**config.mk**
```make
export PLATFORM = sky130hd
export DESIGN_NAME = regfile_scoreboard
export DESIGN_NICKNAME = d
export VERILOG_FILES = /design/src/rtl/regfile_scoreboard.sv
export SDC_FILE = /design/constraint.sdc
export NUM_CORES = 2
export LEC_CHECK = 0
export CAP_MARGIN = 0
export CORE_UTILIZATION = 41
export DETAILED_ROUTE_END_ITERATION = 6
export PLACE_DENSITY_LB_ADDON = 0.15
export REMOVE_ABC_BUFFERS = 1
export SKIP_CTS_REPAIR_TIMING = 1
export SYNTH_ARGS = -nofsm -noshare
export SYNTH_HDL_FRONTEND = slang
export SYNTH_SLANG_ARGS = --single-unit
```
**constraint.sdc**
```tcl
create_clock -name clock -period 7.45 [get_ports clock]
set_input_delay 1.49 -clock clock [delete_from_list [all_inputs] [get_ports clock]]
set_output_delay 1.49 -clock clock [all_outputs]
set_load 0.02 [all_outputs]
```
**src/rtl/regfile_scoreboard.sv**
```systemverilog
// ---------------------------------------------------------------------------
// regfile_scoreboard
//
// General-purpose register file for the minisys-1A pipeline with a per-register
// pending-write scoreboard for long-latency producers (load, mul/div).
// Register 0 is hardwired to zero: reads return 0, writes and issues to it are
// ignored.
//
// Build option:
//   REGFILE_BYPASS_EN  defined   -> write-through forwarding on every read port;
//                                   rd_busy drops in the cycle the last pending
//                                   write retires.
//                      undefined -> reads always return stored contents; new
//                                   data (and the busy release) is visible the
//                                   cycle after the write.
//
// Parameters:
//   DATA_W       register width
//   ADDR_W       address width, depth = 2**ADDR_W
//   NUM_RD       number of combinational read ports (1..4)
//   PEND_W       pending-counter width, saturates at 2**PEND_W-1
//   RESET_INDEX  1: register i resets to i, 0: all registers reset to 0
//
// Ports:
//   clock        rising-edge clock
//   reset        synchronous active-high reset, dominates all other inputs
//   rd_addr      packed read addresses, port k at [k*ADDR_W +: ADDR_W]
//   rd_use       per-port operand-consumed flag
//   rd_data      packed read data, port k at [k*DATA_W +: DATA_W]
//   rd_busy      per-port "source has an outstanding write"
//   stall        OR over ports of rd_use & rd_busy
//   wr_en        writeback strobe
//   wr_addr      writeback destination
//   wr_data      writeback data
//   issue_en     long-latency producer issued towards issue_addr
//   issue_addr   destination of the issued producer
//   issue_ready  pending counter of issue_addr is not saturated
//   sb_err       sticky scoreboard error (retire with nothing pending on a
//                tracked register, or issue while not ready)
// ---------------------------------------------------------------------------
module regfile_scoreboard #(
  parameter int DATA_W      = 32,
  parameter int ADDR_W      = 5,
  parameter int NUM_RD      = 2,
  parameter int PEND_W      = 2,
  parameter int RESET_INDEX = 1
) (
  input  logic                     clock,
  input  logic                     reset,
  input  logic [NUM_RD*ADDR_W-1:0] rd_addr,
  input  logic [NUM_RD-1:0]        rd_use,
  output logic [NUM_RD*DATA_W-1:0] rd_data,
  output logic [NUM_RD-1:0]        rd_busy,
  output logic                     stall,
  input  logic                     wr_en,
  input  logic [ADDR_W-1:0]        wr_addr,
  input  logic [DATA_W-1:0]        wr_data,
  input  logic                     issue_en,
  input  logic [ADDR_W-1:0]        issue_addr,
  output logic                     issue_ready,
  output logic                     sb_err
);

  localparam int                DEPTH   = 1 << ADDR_W;
  localparam logic [PEND_W-1:0] CNT_MAX = '1;
  localparam logic [PEND_W-1:0] CNT_ONE = PEND_W'(1);

  logic [DATA_W-1:0] regs [DEPTH];
  logic [PEND_W-1:0] cnt  [DEPTH];
  // Set on the first accepted issue to a register; only tracked registers
  // flag an error when a write retires with nothing pending, so plain ALU
  // writebacks to never-issued registers stay silent.
  logic [DEPTH-1:0]  tracked;

  logic issue_nz;
  logic issue_sat;
  logic issue_acc;
  logic issue_rej;
  logic wr_nz;
  logic same_reg;
  logic wr_ret;
  logic wr_err;

  // ---------------------------------------------------------------------------
  // Scoreboard decode
  // ---------------------------------------------------------------------------
  assign issue_nz    = issue_en && (issue_addr != '0);
  assign issue_sat   = (cnt[issue_addr] == CNT_MAX);
  assign issue_ready = (issue_addr == '0) || !issue_sat;
  assign issue_acc   = issue_nz && !issue_sat;
  assign issue_rej   = issue_nz && issue_sat;

  assign wr_nz    = wr_en && (wr_addr != '0);
  // An accepted issue and a retiring write to the same register cancel out.
  assign same_reg = issue_acc && wr_nz && (wr_addr == issue_addr);
  assign wr_ret   = wr_nz && !same_reg;
  assign wr_err   = wr_ret && (cnt[wr_addr] == '0) && tracked[wr_addr];

  // ---------------------------------------------------------------------------
  // State update
  // ---------------------------------------------------------------------------
  always_ff @(posedge clock) begin
    if (reset) begin
      for (int i = 0; i < DEPTH; i++) begin
        regs[i] <= (RESET_INDEX != 0 && i != 0) ? DATA_W'(i) : '0;
        cnt[i]  <= '0;
      end
      tracked <= '0;
      sb_err  <= 1'b0;
    end else begin
      if (wr_nz) begin
        regs[wr_addr] <= wr_data;
      end
      if (issue_acc) begin
        tracked[issue_addr] <= 1'b1;
        if (!same_reg) begin
          cnt[issue_addr] <= cnt[issue_addr] + CNT_ONE;
        end
      end
      // same_reg excludes wr_ret, so this never collides with the increment.
      if (wr_ret && (cnt[wr_addr] != '0)) begin
        cnt[wr_addr] <= cnt[wr_addr] - CNT_ONE;
      end
      if (issue_rej || wr_err) begin
        sb_err <= 1'b1;
      end
    end
  end

  // ---------------------------------------------------------------------------
  // Read ports
  // ---------------------------------------------------------------------------
  for (genvar k = 0; k < NUM_RD; k++) begin : g_rd
    logic [ADDR_W-1:0] ra;
    logic              pend;

    assign ra   = rd_addr[k*ADDR_W +: ADDR_W];
    assign pend = (ra != '0) && (cnt[ra] != '0);

`ifdef REGFILE_BYPASS_EN
    logic hit;
    assign hit = wr_nz && (wr_addr == ra);

    assign rd_data[k*DATA_W +: DATA_W] = (ra == '0) ? '0 :
                                         hit        ? wr_data : regs[ra];
    // The last outstanding write is being forwarded right now, so the
    // consumer can proceed this cycle.
    assign rd_busy[k] = pend && !(hit && (cnt[ra] == CNT_ONE));
`else
    assign rd_data[k*DATA_W +: DATA_W] = (ra == '0) ? '0 : regs[ra];
    assign rd_busy[k] = pend;
`endif
  end

  assign stall = |(rd_use & rd_busy);

endmodule

```
==> impl_metrics.ini <==
[timing]
finalSetupViolCount = 0
totalNegativeSetupSlack_ns = 0
min_period_ns = 6.37
rsz0062_at_grt = no
final_hold_viol_count = 0
fmax_mhz = 157
max_slew_violation_count = 0
timing_worst_slew_pin_value_ns = 1.15
timing.final.crit_share_pct = 85.5
hold_worst_slack_ns = 0.472
maxSlewHeadroom_pct = 23.0
timing.clock.skew_ns = 0.0195

[synthesis]
yosys_warnings = 0
yosysSeqAreaShare_pct = 54.9
avgSynthCellArea_um2 = 15.7
synth-xor-area-share_pct = 0.0722
synth.lib_cells_used.distinct = 60
asyncSetResetFlopFracSynth_pct = 0
synth.ff_latch_count = 1121
synth-edff-count = 1088
syn_inst = 3859
synth.cell_area_um2 = 60700
yosys.area_share.simple_pct = 12.7
yosys-mux-area-fraction_pct = 26.6
complex_gate_fraction_of_the_synthesized_area_pct = 2.29
synth_flop_cell = sky130_fd_sc_hd__edfxtp_1
synth_fa_ha_area_share_pct = 0.0412
synth_top_family_by_area = multiplexers

[grt]
grt_start_max_net_pins = 87
grt_remaining_overflow = 0
vias_in_the_first_global_route = 37272
number_of_antenna_violations_at_the_first_check_in_global_routing = 14
grt_use_total_pct = 27.5
grt_first_pass_wirelength_um = 287000

[routing]
routed_via_density = 6.29
detail_route.drc_violations = 0
drtIter0Drc = 5098
antenna_left = 0
detailedRoute.firstPassIterationCount = 5
vias = 37097
avgRoutedWirePerCell_um = 34.9
final_wirelength_um = 206000

[flow_run]
maxCapViolations = 0

[cts]
clock_insertion_delay_worst_skew_ns = 0.76
tritoncts.num_buffers = 132
cts_htree_levels = 4
clock_sink_count = 1121
clk_transition_reported_paths_ns = 0.05
cts_buffer_depth = 3
clock_tree.root_cell = sky130_fd_sc_hd__clkbuf_16
tritoncts = done

[power_and_ir_drop]
p_leak_nw = 22.7
clock_network_power_share_pct = 39.2
p_sw_mw = 3.97
vdd_drop_max_v = 0.000155
p_sw_share_pct = 25.3
cell_internal_pwr_mw = 11.7
p_per_area_nw_per_um2 = 229
seq_pwr_share_pct = 47.4
combinationalPowerShare_pct = 13.4

[floorplan]
core_region_area_um2 = 146000
initial_core_util_pct = 41.5
dieHeight_um = 387
die_width_um = 387
ioPinCount = 127
rows = 140
total_die_area_um2 = 150000

[layout]
layout_common_cells = sky130_fd_sc_hd__edfxtp_1, sky130_fd_sc_hd__and2_1, sky130_fd_sc_hd__mux4_2
multi_input_comb_area_um2 = 25700
num-nets-final = 3938
area_delta_synth_final_pct = 12.7
fillCellCount = 12366
regArea_um2 = 33300
drive_gt1_share_pct = 28.7
layout_commonest_cell = sky130_fd_sc_hd__edfxtp_1
layout.cell_area.non_filler_um2 = 68400

[critical_path]
crit_path_end = issue_ready
timing.critical_path.slowest_stage_cell = sky130_fd_sc_hd__clkdlybuf4s50_1
worstSetupStartpoint = issue_addr[0]
startpoint_of_the_worst_slack_reg_to_reg_timing_path = cnt[30][0]
reg2reg_setup_slack_ns = 3.46
endpoint_kind = primary output
worstRegToRegCells = 12
arrival_ns = 4.88
critical_path.most_common_cell = sky130_fd_sc_hd__clkdlybuf4s50_1
critPathLaunchType = primary input
worst_ep_required_time_ns = 5.96
worst_r2r_endpoint = cnt[16][0]
critPathMaxFanout = 9
critPathMaxStageDelay_ns = 0.92
worstSetupPathType = primary input to primary output
crit_chain = clkdlybuf4s50_1 > mux4_2 > a22o_1 > a221oi_1 > and3_1 > inv_1 > ha_1 > nand2_1 > clkdlybuf4s50_1

[min_path]
timing.hold.worst.class = flip-flop to flip-flop

[status]
outcome = complete, no violations

[placement]
detailed_placement_hpwl_um = 121000
area_after_dpl_um2 = 64400
finalWeightedCongestion = 0.872
port_buffers = 126
cell type report:
cell class              count  area share, %
inverters                  42          0.231
flip-flops and latches   1121           48.8
multi-input cells        2295           37.6
clock inverters            57          0.606
diodes                      4         0.0146
clock buffers             172           5.19
repair buffers            286           4.11
well taps                1917           3.51
sequential cells by signal (all words and copies together) (netlist names):
register / cells
sb_err: 1
regs: 1024
cnt: 64
tracked: 32
cells by family (layout without fill, tap and decap cells):
kind of cell	after synthesis	after routing
buffers and inverters	476	557
muxes	753	753
AOI/OAI and AO/OA	212	212
and+or+nand+nor	1289	1289
xor gates and xnor gates	5	5
DFF	1121	1121
other	1	38
adders and majority gates	2	2
per-stage QoR:
step                instances  worst slack, ns  utilization [%]  power [mW]
finish                   5894             1.08             46.7        15.7
floorplan                3458             2.08                -        8.56
global route             5890            0.952             46.7        16.1
CTS                      5890             1.09             46.7        15.7
detailed placement       5661             1.12             44.0        9.65
global placement         5661             1.19             44.0        9.63
how the worst min path moves through the flow:
stage	from	endpoint	slack (ns)	cells after the start
5_1_grt	tracked[16]	tracked[16]	0.49	2
3_5_place_dp	tracked[9]	tracked[9]	0.46	2
3_3_place_gp	tracked[23]	tracked[23]	0.46	2
4_1_cts	tracked[9]	tracked[9]	0.47	2
2_1_floorplan	tracked[0]	tracked[0]	0.43	1
6_report	tracked[10]	tracked[10]	0.47	2
critical path: cells and delay by family:
family	cells	cell delay, ns
AND/OR/NAND/NOR	2	0.36
adder cells (fa/ha/maj)	1	0.28
buffers and inverters	3	1.60
multiplexers	1	0.60
AO/OA/AOI/OAI	2	0.53
metal layers:
layer	global-route usage (%)	vias to the layer above	part of all wire, %
li1	-	15080	-
met1	38.2	19855	41
met2	44.4	1836	48
met3	4.76	326	8.3
met4	8.09	0	2.7
met5	0	-	0
cell usage after synthesis (14+ instances only):
master	instances	area, um^2
sky130_fd_sc_hd__a21oi_1	43	215
sky130_fd_sc_hd__and2_1	918	5740
sky130_fd_sc_hd__buf_1	30	113
sky130_fd_sc_hd__buf_2	83	415
sky130_fd_sc_hd__buf_4	14	105
sky130_fd_sc_hd__clkbuf_1	297	1110
sky130_fd_sc_hd__dfxtp_1	33	661
sky130_fd_sc_hd__edfxtp_1	1088	32700
sky130_fd_sc_hd__inv_1	42	158
sky130_fd_sc_hd__mux2i_1	64	641
sky130_fd_sc_hd__mux4_2	687	15500
sky130_fd_sc_hd__nand2_1	27	101
sky130_fd_sc_hd__nor2_1	133	499
sky130_fd_sc_hd__nor3_1	21	105
sky130_fd_sc_hd__o21ai_0	14	70.1
sky130_fd_sc_hd__o21ai_1	22	110
sky130_fd_sc_hd__o22ai_1	89	557
sky130_fd_sc_hd__or2_2	48	300
sky130_fd_sc_hd__or3_1	86	538
power by group through the flow:
stage	Clock [mW]	Sequential (mW)	Combinational, mW
2_1_floorplan	0	7.47	1.09
3_3_place_gp	0	7.53	2.10
3_5_place_dp	0	7.54	2.11
4_1_cts	6.21	7.41	2.12
5_1_grt	6.44	7.45	2.19
6_report	6.14	7.42	2.10
(Power assumes the default switching activity.)
